`src/rtl/rst_seq_boolean.sv`:
```
// Lock-qualified reset sequencer: waits for stable PLL lock, then releases
// reset stages in order and re-asserts them all on filtered lock loss or software reset.
//
// state     | meaning
// WAIT_LOCK | all resets asserted, waiting for synchronized lock
// HOLD      | lock seen, counting stable cycles before first release
// RELEASE   | stages releasing one by one, STAGE_GAP apart
// RUN       | all stages released, o_ready high
module rst_seq_boolean #(
  parameter int N_LOCK        = 1,
  parameter int N_STAGES      = 2,
  parameter int SYNC_STAGES   = 2,
  parameter int HOLD_CYCLES   = 16,
  parameter int STAGE_GAP     = 8,
  parameter int FILTER_CYCLES = 4,
  parameter int CNT_W         = 8
) (
  input  logic                i_clk,
  input  logic                i_rst_n,
  input  logic [N_LOCK-1:0]   i_locked,
  input  logic                i_sw_rst,
  output logic [N_STAGES-1:0] o_rst,
  output logic                o_ready,
  output logic [CNT_W-1:0]    o_lock_loss_cnt,
  output logic [1:0]          o_state
);

  localparam logic [1:0] WAIT_LOCK = 2'd0;
  localparam logic [1:0] HOLD      = 2'd1;
  localparam logic [1:0] RELEASE   = 2'd2;
  localparam logic [1:0] RUN       = 2'd3;

  localparam int HOLD_W = (HOLD_CYCLES > 1) ? $clog2(HOLD_CYCLES) : 1;
  localparam int GAP_W  = (STAGE_GAP > 1) ? $clog2(STAGE_GAP) : 1;
  localparam int FILT_W = (FILTER_CYCLES > 1) ? $clog2(FILTER_CYCLES) : 1;

  localparam logic [HOLD_W-1:0] HOLD_LAST = HOLD_W'(HOLD_CYCLES - 1);
  localparam logic [GAP_W-1:0]  GAP_LAST  = GAP_W'(STAGE_GAP - 1);
  localparam logic [FILT_W-1:0] FILT_LAST = FILT_W'(FILTER_CYCLES - 1);

  logic [N_LOCK-1:0][SYNC_STAGES-1:0] sync_q;
  logic                               lk;
  logic [1:0]                         state;
  logic [HOLD_W-1:0]                  hold_cnt;
  logic [GAP_W-1:0]                   gap_cnt;
  logic [FILT_W-1:0]                  loss_cnt;
  logic [N_STAGES-1:0]                rst_shift;
  logic                               last_stage;
  logic                               lock_lost;

  always_ff @(posedge i_clk or negedge i_rst_n) begin
    if (!i_rst_n) begin
      sync_q <= '0;
    end else begin
      for (int i = 0; i < N_LOCK; i++) begin
        sync_q[i] <= {sync_q[i][SYNC_STAGES-2:0], i_locked[i]};
      end
    end
  end

  always_comb begin
    lk = 1'b1;
    for (int i = 0; i < N_LOCK; i++) begin
      lk = lk & sync_q[i][SYNC_STAGES-1];
    end
  end

  // Shifting in zeros from bit 0 keeps the release order monotone.
  assign rst_shift  = o_rst << 1;
  assign last_stage = (rst_shift == '0);
  assign lock_lost  = ((state == RELEASE) || (state == RUN)) && !lk && (loss_cnt == FILT_LAST);
  assign o_state    = state;

  always_ff @(posedge i_clk or negedge i_rst_n) begin
    if (!i_rst_n) begin
      state           <= WAIT_LOCK;
      o_rst           <= '1;
      o_ready         <= 1'b0;
      o_lock_loss_cnt <= '0;
      hold_cnt        <= '0;
      gap_cnt         <= '0;
      loss_cnt        <= '0;
    end else begin
      // A filtered loss is counted even when a software reset lands on the same edge.
      if (lock_lost && (o_lock_loss_cnt != '1)) begin
        o_lock_loss_cnt <= o_lock_loss_cnt + 1'b1;
      end
      if (i_sw_rst || lock_lost) begin
        state    <= WAIT_LOCK;
        o_rst    <= '1;
        o_ready  <= 1'b0;
        hold_cnt <= '0;
        loss_cnt <= '0;
      end else begin
        case (state)
          WAIT_LOCK: begin
            if (lk) begin
              state    <= HOLD;
              hold_cnt <= '0;
            end
          end
          HOLD: begin
            if (!lk) begin
              state    <= WAIT_LOCK;
              hold_cnt <= '0;
            end else if (hold_cnt == HOLD_LAST) begin
              o_rst    <= rst_shift;
              gap_cnt  <= GAP_LAST;
              loss_cnt <= '0;
              if (N_STAGES == 1) begin
                state   <= RUN;
                o_ready <= 1'b1;
              end else begin
                state <= RELEASE;
              end
            end else begin
              hold_cnt <= hold_cnt + 1'b1;
            end
          end
          RELEASE: begin
            loss_cnt <= lk ? '0 : loss_cnt + 1'b1;
            if (gap_cnt == '0) begin
              o_rst   <= rst_shift;
              gap_cnt <= GAP_LAST;
              if (last_stage) begin
                state   <= RUN;
                o_ready <= 1'b1;
              end
            end else begin
              gap_cnt <= gap_cnt - 1'b1;
            end
          end
          RUN: begin
            loss_cnt <= lk ? '0 : loss_cnt + 1'b1;
          end
          default: begin
            state <= WAIT_LOCK;
            o_rst <= '1;
          end
        endcase
      end
    end
  end

endmodule

```
`config.mk`:
```
export PLATFORM = sky130hd
export DESIGN_NAME = rst_seq_boolean
export DESIGN_NICKNAME = d
export VERILOG_FILES = /design/src/rtl/rst_seq_boolean.sv
export SDC_FILE = /design/constraint.sdc
export NUM_CORES = 1
export LEC_CHECK = 0
export ABC_AREA = 0
export BUFFER_PORTS_ARGS = -buffer_cell sky130_fd_sc_hd__buf_2
export CORE_UTILIZATION = 61
export CTS_CLUSTER_SIZE = 20
export DETAILED_ROUTE_END_ITERATION = 10
export MAX_ROUTING_LAYER = met4
export PLACE_DENSITY = 0.86
export RECOVER_POWER = 50
export SLEW_MARGIN = 10
export SYNTH_ARGS = -nofsm -noshare
export SYNTH_HDL_FRONTEND = slang
export SYNTH_SLANG_ARGS = --single-unit
export TNS_END_PERCENT = 1
```
`constraint.sdc`:
```
create_clock -name i_clk -period 4.25 [get_ports i_clk]
set_input_delay 0.6375 -clock i_clk [delete_from_list [all_inputs] [get_ports i_clk]]
set_output_delay 0.6375 -clock i_clk [all_outputs]
set_load 0.1 [all_outputs]
```
### Word-level counts from Yosys, hierarchy flattened

Index checks and enable logic that the tools add are counted.

* add/sub/neg operators: 4
* eq/ne operators: 15
* mux-type cells: 30
* bitwise logic cells: 1
* reduce and logical (&&, ||, !) cells: 24

Operator list (number)
* $mux W2: 14
* $mux W4: 4
* $mux W3: 3
* $ne A3 B3 Y1 const B: 3
* $reduce_and A3 Y1: 3
* $reduce_bool A3 Y1: 3
* $add A8 B1 Y8 const B: 1
* $ne A4 B4 Y1 const B: 2
* $ne A8 B8 Y1 const B: 1
* $pmux W2 S2: 2
* $pmux W4 S2: 1
* $reduce_and A4 Y1: 2
* $reduce_bool A2 Y1: 4
* $eq A2 B2 Y1 const B: 3
* $pmux W2 S3: 1
* $pmux W3 S2: 1
* $reduce_and A5 Y1: 1
* $add A4 B1 Y4 const B: 1
* $eq A4 B4 Y1 const B: 1
* $logic_not A2 Y1: 2
* $mux W1: 4
* $ne A2 B2 Y1 const B: 2
* $reduce_bool A4 Y1: 1
* $logic_and A1 B1 Y1: 3
* 10 further kinds: 11

* register bits: 24
* input port bits: 4
* output and inout bits: 13
* logic and storage cells: 82

### Longest topological paths before layout

* depth after elaboration: 7
* gate-level depth with buffers: 7
* depth with buffers taken out: 7

### Least setup slack after synthesis

OpenSTA, ideal clock, no wires.

* kind: flip-flop to flip-flop
* start: register state[1], in the netlist o_state[1]
* end: register loss_cnt[0]
* setup time: 0.078 ns
* arrival: 2.193 ns
* slack: 1.979 ns
* stages on the path, launching flop included: 7
* buffers on the path: 1
* cells stage by stage: dfrtp_1 > inv_1 > ha_1 > buf_2 > or3_1 > a21o_1 > a21oi_1

* word-level cells in the longest chain between the ends: 7

Ends and longest elaborated chain
* start, declared: line 43 `logic [1:0] state;`
* start signal, assigned: line 76 `state <= WAIT_LOCK;`
* start signal, assigned: line 89 `state <= WAIT_LOCK;`
* start signal, assigned: line 98 `state <= HOLD;`
* $eq A2 B2 Y1: line 71, 95
* $logic_or A1 B1 Y1: line 71 `assign lock_lost = ((state == RELEASE) || (state == RUN)) && !lk && (loss_cnt == FILT_LAST);`
* $logic_and A1 B1 Y1 (2 in series): line 71
* $logic_or A1 B1 Y1: line 88 `if (i_sw_rst || lock_lost) begin`
* $ne A3 B3 Y1 (no source line) / $reduce_bool A3 Y1 (equally long branches)
* $reduce_and A3 Y1 (no source line)
* end signal, assigned: line 121 `loss_cnt <= lk ? '0 : loss_cnt + 1'b1;`
* end signal, assigned: line 134 `loss_cnt <= lk ? '0 : loss_cnt + 1'b1;`
* end, declared: line 46 `logic [FILT_W-1:0] loss_cnt;`

Parallel ways exist; a longest one is shown, timed or not.
A chain may end at the register's enable or synchronous reset.

### Worst setup path after layout

* start: register state[1], in the netlist o_state[1]
* end: output o_state[1]

RTL lines
* end, declared: line 25 `output logic [1:0] o_state`

No word-level cell between the ends.

==> key figures <==
Status
  • Status: finished clean

Cells and area
  • Layout cells sized above 1: 20.8%
  • Layout Area Growth over Synthesis: 8.07%
  • Register Area: 603 sq um
  • Layout fillers: 164
  • Final nets: 168
  • Multi-input logic area: 719 sq um
  • Antenna diode count: 0

Detailed routing
  • DRT iter0 DRCs: 27
  • DR WL/cell: 14.4 um
  • Vias per inst: 5.83
  • Post-route ant nets: 0
  • Routed wire length: 2.61 mm
  • 1st-pass router iterations: 4
  • Residual DRC: 0
  • Via count: 1055

STA
  • Final hold vios: 0
  • Worst Tran Pin Value: 1250 ps
  • Fin. max-slew vios: 0
  • F_max: 0.510 GHz
  • Final worst-path cycle share: 46.2%
  • Slew headroom: 16.5%
  • Tmin final: 1960 ps
  • RSZ-0062 raised after global routing: false
  • Fin Setup TNS: 0 ps
  • Endpoints failing setup: 0
  • Max Clock Skew: 10.7 ps

Critical path
  • CP Cell Sequence: buf_2
  • CP max-delay cell: dfrtp_1
  • Slowest cell delay on critical path: 510 ps
  • CP Class: reg -> out
  • Crit. End Element: primary output
  • Req. time, crit path: 3610 ps
  • Largest fanout on the critical path: 7
  • Worst path arrival time: 1320 ps
  • Worst Setup Start Kind: flip-flop
  • Crit-path leading delay family: flip-flops
  • Buffers & Inverters on Critical Path: 1

Synthesis
  • Synth area leader: dfrtp_1
  • #FFs+latches synth: 24
  • Count leader, synth: dfrtp_1
  • Post-Syn Area: 0.00138 sq mm
  • Sequential area share after synthesis: 43.7%
  • Top post-synthesis cells by count: dfrtp_1 (22), nand2_1 (15), a21oi_1 (9), ha_1 (9), nor2_1 (8)
  • Top_reg_cell synth: dfrtp_1
  • Synth top area share: 39.9%
  • Cell count after synthesis: 137
  • Post-synth net total: 150
  • Post-synth ARST share: 100%
  • EDFF count, synth: 0
  • Syn_area_per_cell: 10.1 sq um
  • Dominant cells by area after synthesis: dfrtp_1 (40%), ha_1 (8.2%), nand2_1 (4.1%)
  • Synth cell types: 45
  • Yosys warning total: 0

Floorplan
  • Initial Utilization: 67.6%
  • Core ar.: 0.00204 sq mm
  • Die Wd: 49.6 um
  • IO Pins: 17
  • Die Y: 49.6 um
  • Die Area: 0.00246 sq mm
  • Num rows: 16

Clocking
  • Clk_lat worst skew: 310 ps
  • Hold_buf cts: 0
  • CTS H-tree depth: 1
  • Worst-path clk slew: 130 ps
  • Postcts setup bufs: 0
  • Post-CTS sizing: 0
  • Total CTS buffers: 3
  • CTS tree: done
  • Clk sinks: 24
  • Clock Tree Buf Depth: 2
  • CTS root buf: clkbuf_4

Global routing
  • Initial antenna violation count: 0
  • GR Overflow Total: 0
  • Total track usage: 25.3%
  • Pin count of the biggest net entering global routing: 25
  • Vias in the first global route: 1045
  • First-pass GRT wire length: 4.53 mm

Placement
  • I/O Buffers: 16
  • HPWL after detailed placement: 1.99 mm
  • GP Congestion: 0.889

Power and ir drop
  • Pwr Density: 384 mW/mm^2
  • Max IR drop VDD: 0.000275 V
  • Total power: 572 uW
  • Pleak: 0.000733 uW

Flow run
  • Max cap viols: 0

Worst hold path
  • Hold Crit Class: reg -> reg
[per-stage QoR]
stage / util, % / hold WS (ps) / cell area (sq um) / std cells / setup WS [ps]
2_1_floorplan: - / 331 / 1380 / 137 / 1980
3_3_place_gp: 72.0 / 333 / 1470 / 177 / 2430
3_5_place_dp: 72.0 / 336 / 1470 / 177 / 2320
4_1_cts: 73.3 / 294 / 1500 / 181 / 2280
5_1_grt: 73.0 / 372 / 1490 / 181 / 2130
6_report: 73.0 / 365 / 1490 / 181 / 2290
[cells by family after synthesis]
logic type | synth area share, %
XOR/XNOR | 2.54
buffers and inverters | 3.90
flip-flops | 43.7
adder cells (fa/ha/maj) | 8.16
AO/OA/AOI/OAI | 13.8
multiplexers | 6.62
AND/OR/NAND/NOR | 21.3
[report_power, final]
part | internal, uW | switching (uW)
Combinational | 53.4 | 143
Sequential | 254 | 18.4
Clock | 36.7 | 66.9
Total | 344 | 228
[placed cells by master, fill, tap and decap left out, drive strengths merged, types with 2 or more instances in the layout]
master   instances
o21ai            7
nand2           16
a31oi            2
nor2            11
a21o             2
clkbuf           5
nand3b           2
buf             15
o211ai           2
xor2             2
and3b            2
o2bb2ai          2
and3             3
xnor2            2
dfstp            2
a21oi           10
ha               9
nand3            8
nor3             2
nand2b           3
inv              8
nand4            2
mux2             6
mux2i            2
dfrtp           22
[final cells by class]
type / instances / share of cell area, %
tap: 27 / 2.27
sequential: 24 / 40.4
multi-input combinational: 102 / 48.2
clock buffer: 4 / 1.76
timing repair buffer: 16 / 5.29
inverter: 8 / 2.01
[sequential cells by signal, indices dropped and copies added (netlist names)]
register         cells
o_lock_loss_cnt      8
gap_cnt              3
o_state              2
hold_cnt             4
loss_cnt             2
o_ready              1
o_rst                2
sync_q               2
[layer usage]
layer	routed length [um]	track usage [%]	vias to the layer above	part of all wire, %
li1	-	-	514	-
met1	1100	29.1	497	42
met2	1320	42.6	38	51
met3	127	4.32	6	4.9
met4	57	11.9	0	2.2
met5	0	-	-	0
[path summary, 6_finish.rpt]
kind,slack (ps),cells after the start,startpoint,endpoint
max,2290,1,o_state[1],o_state[1]
min,360,0,sync_q[0],sync_q[1]
max reg2reg,2290,6,o_state[1],gap_cnt[1]
min reg2reg,360,0,sync_q[0],sync_q[1]
max in group asynchronous,2950,1,i_rst_n,o_lock_loss_cnt[1]
min in group asynchronous,550,1,i_rst_n,o_state[0]
Power figures use the tool's default switching activity.
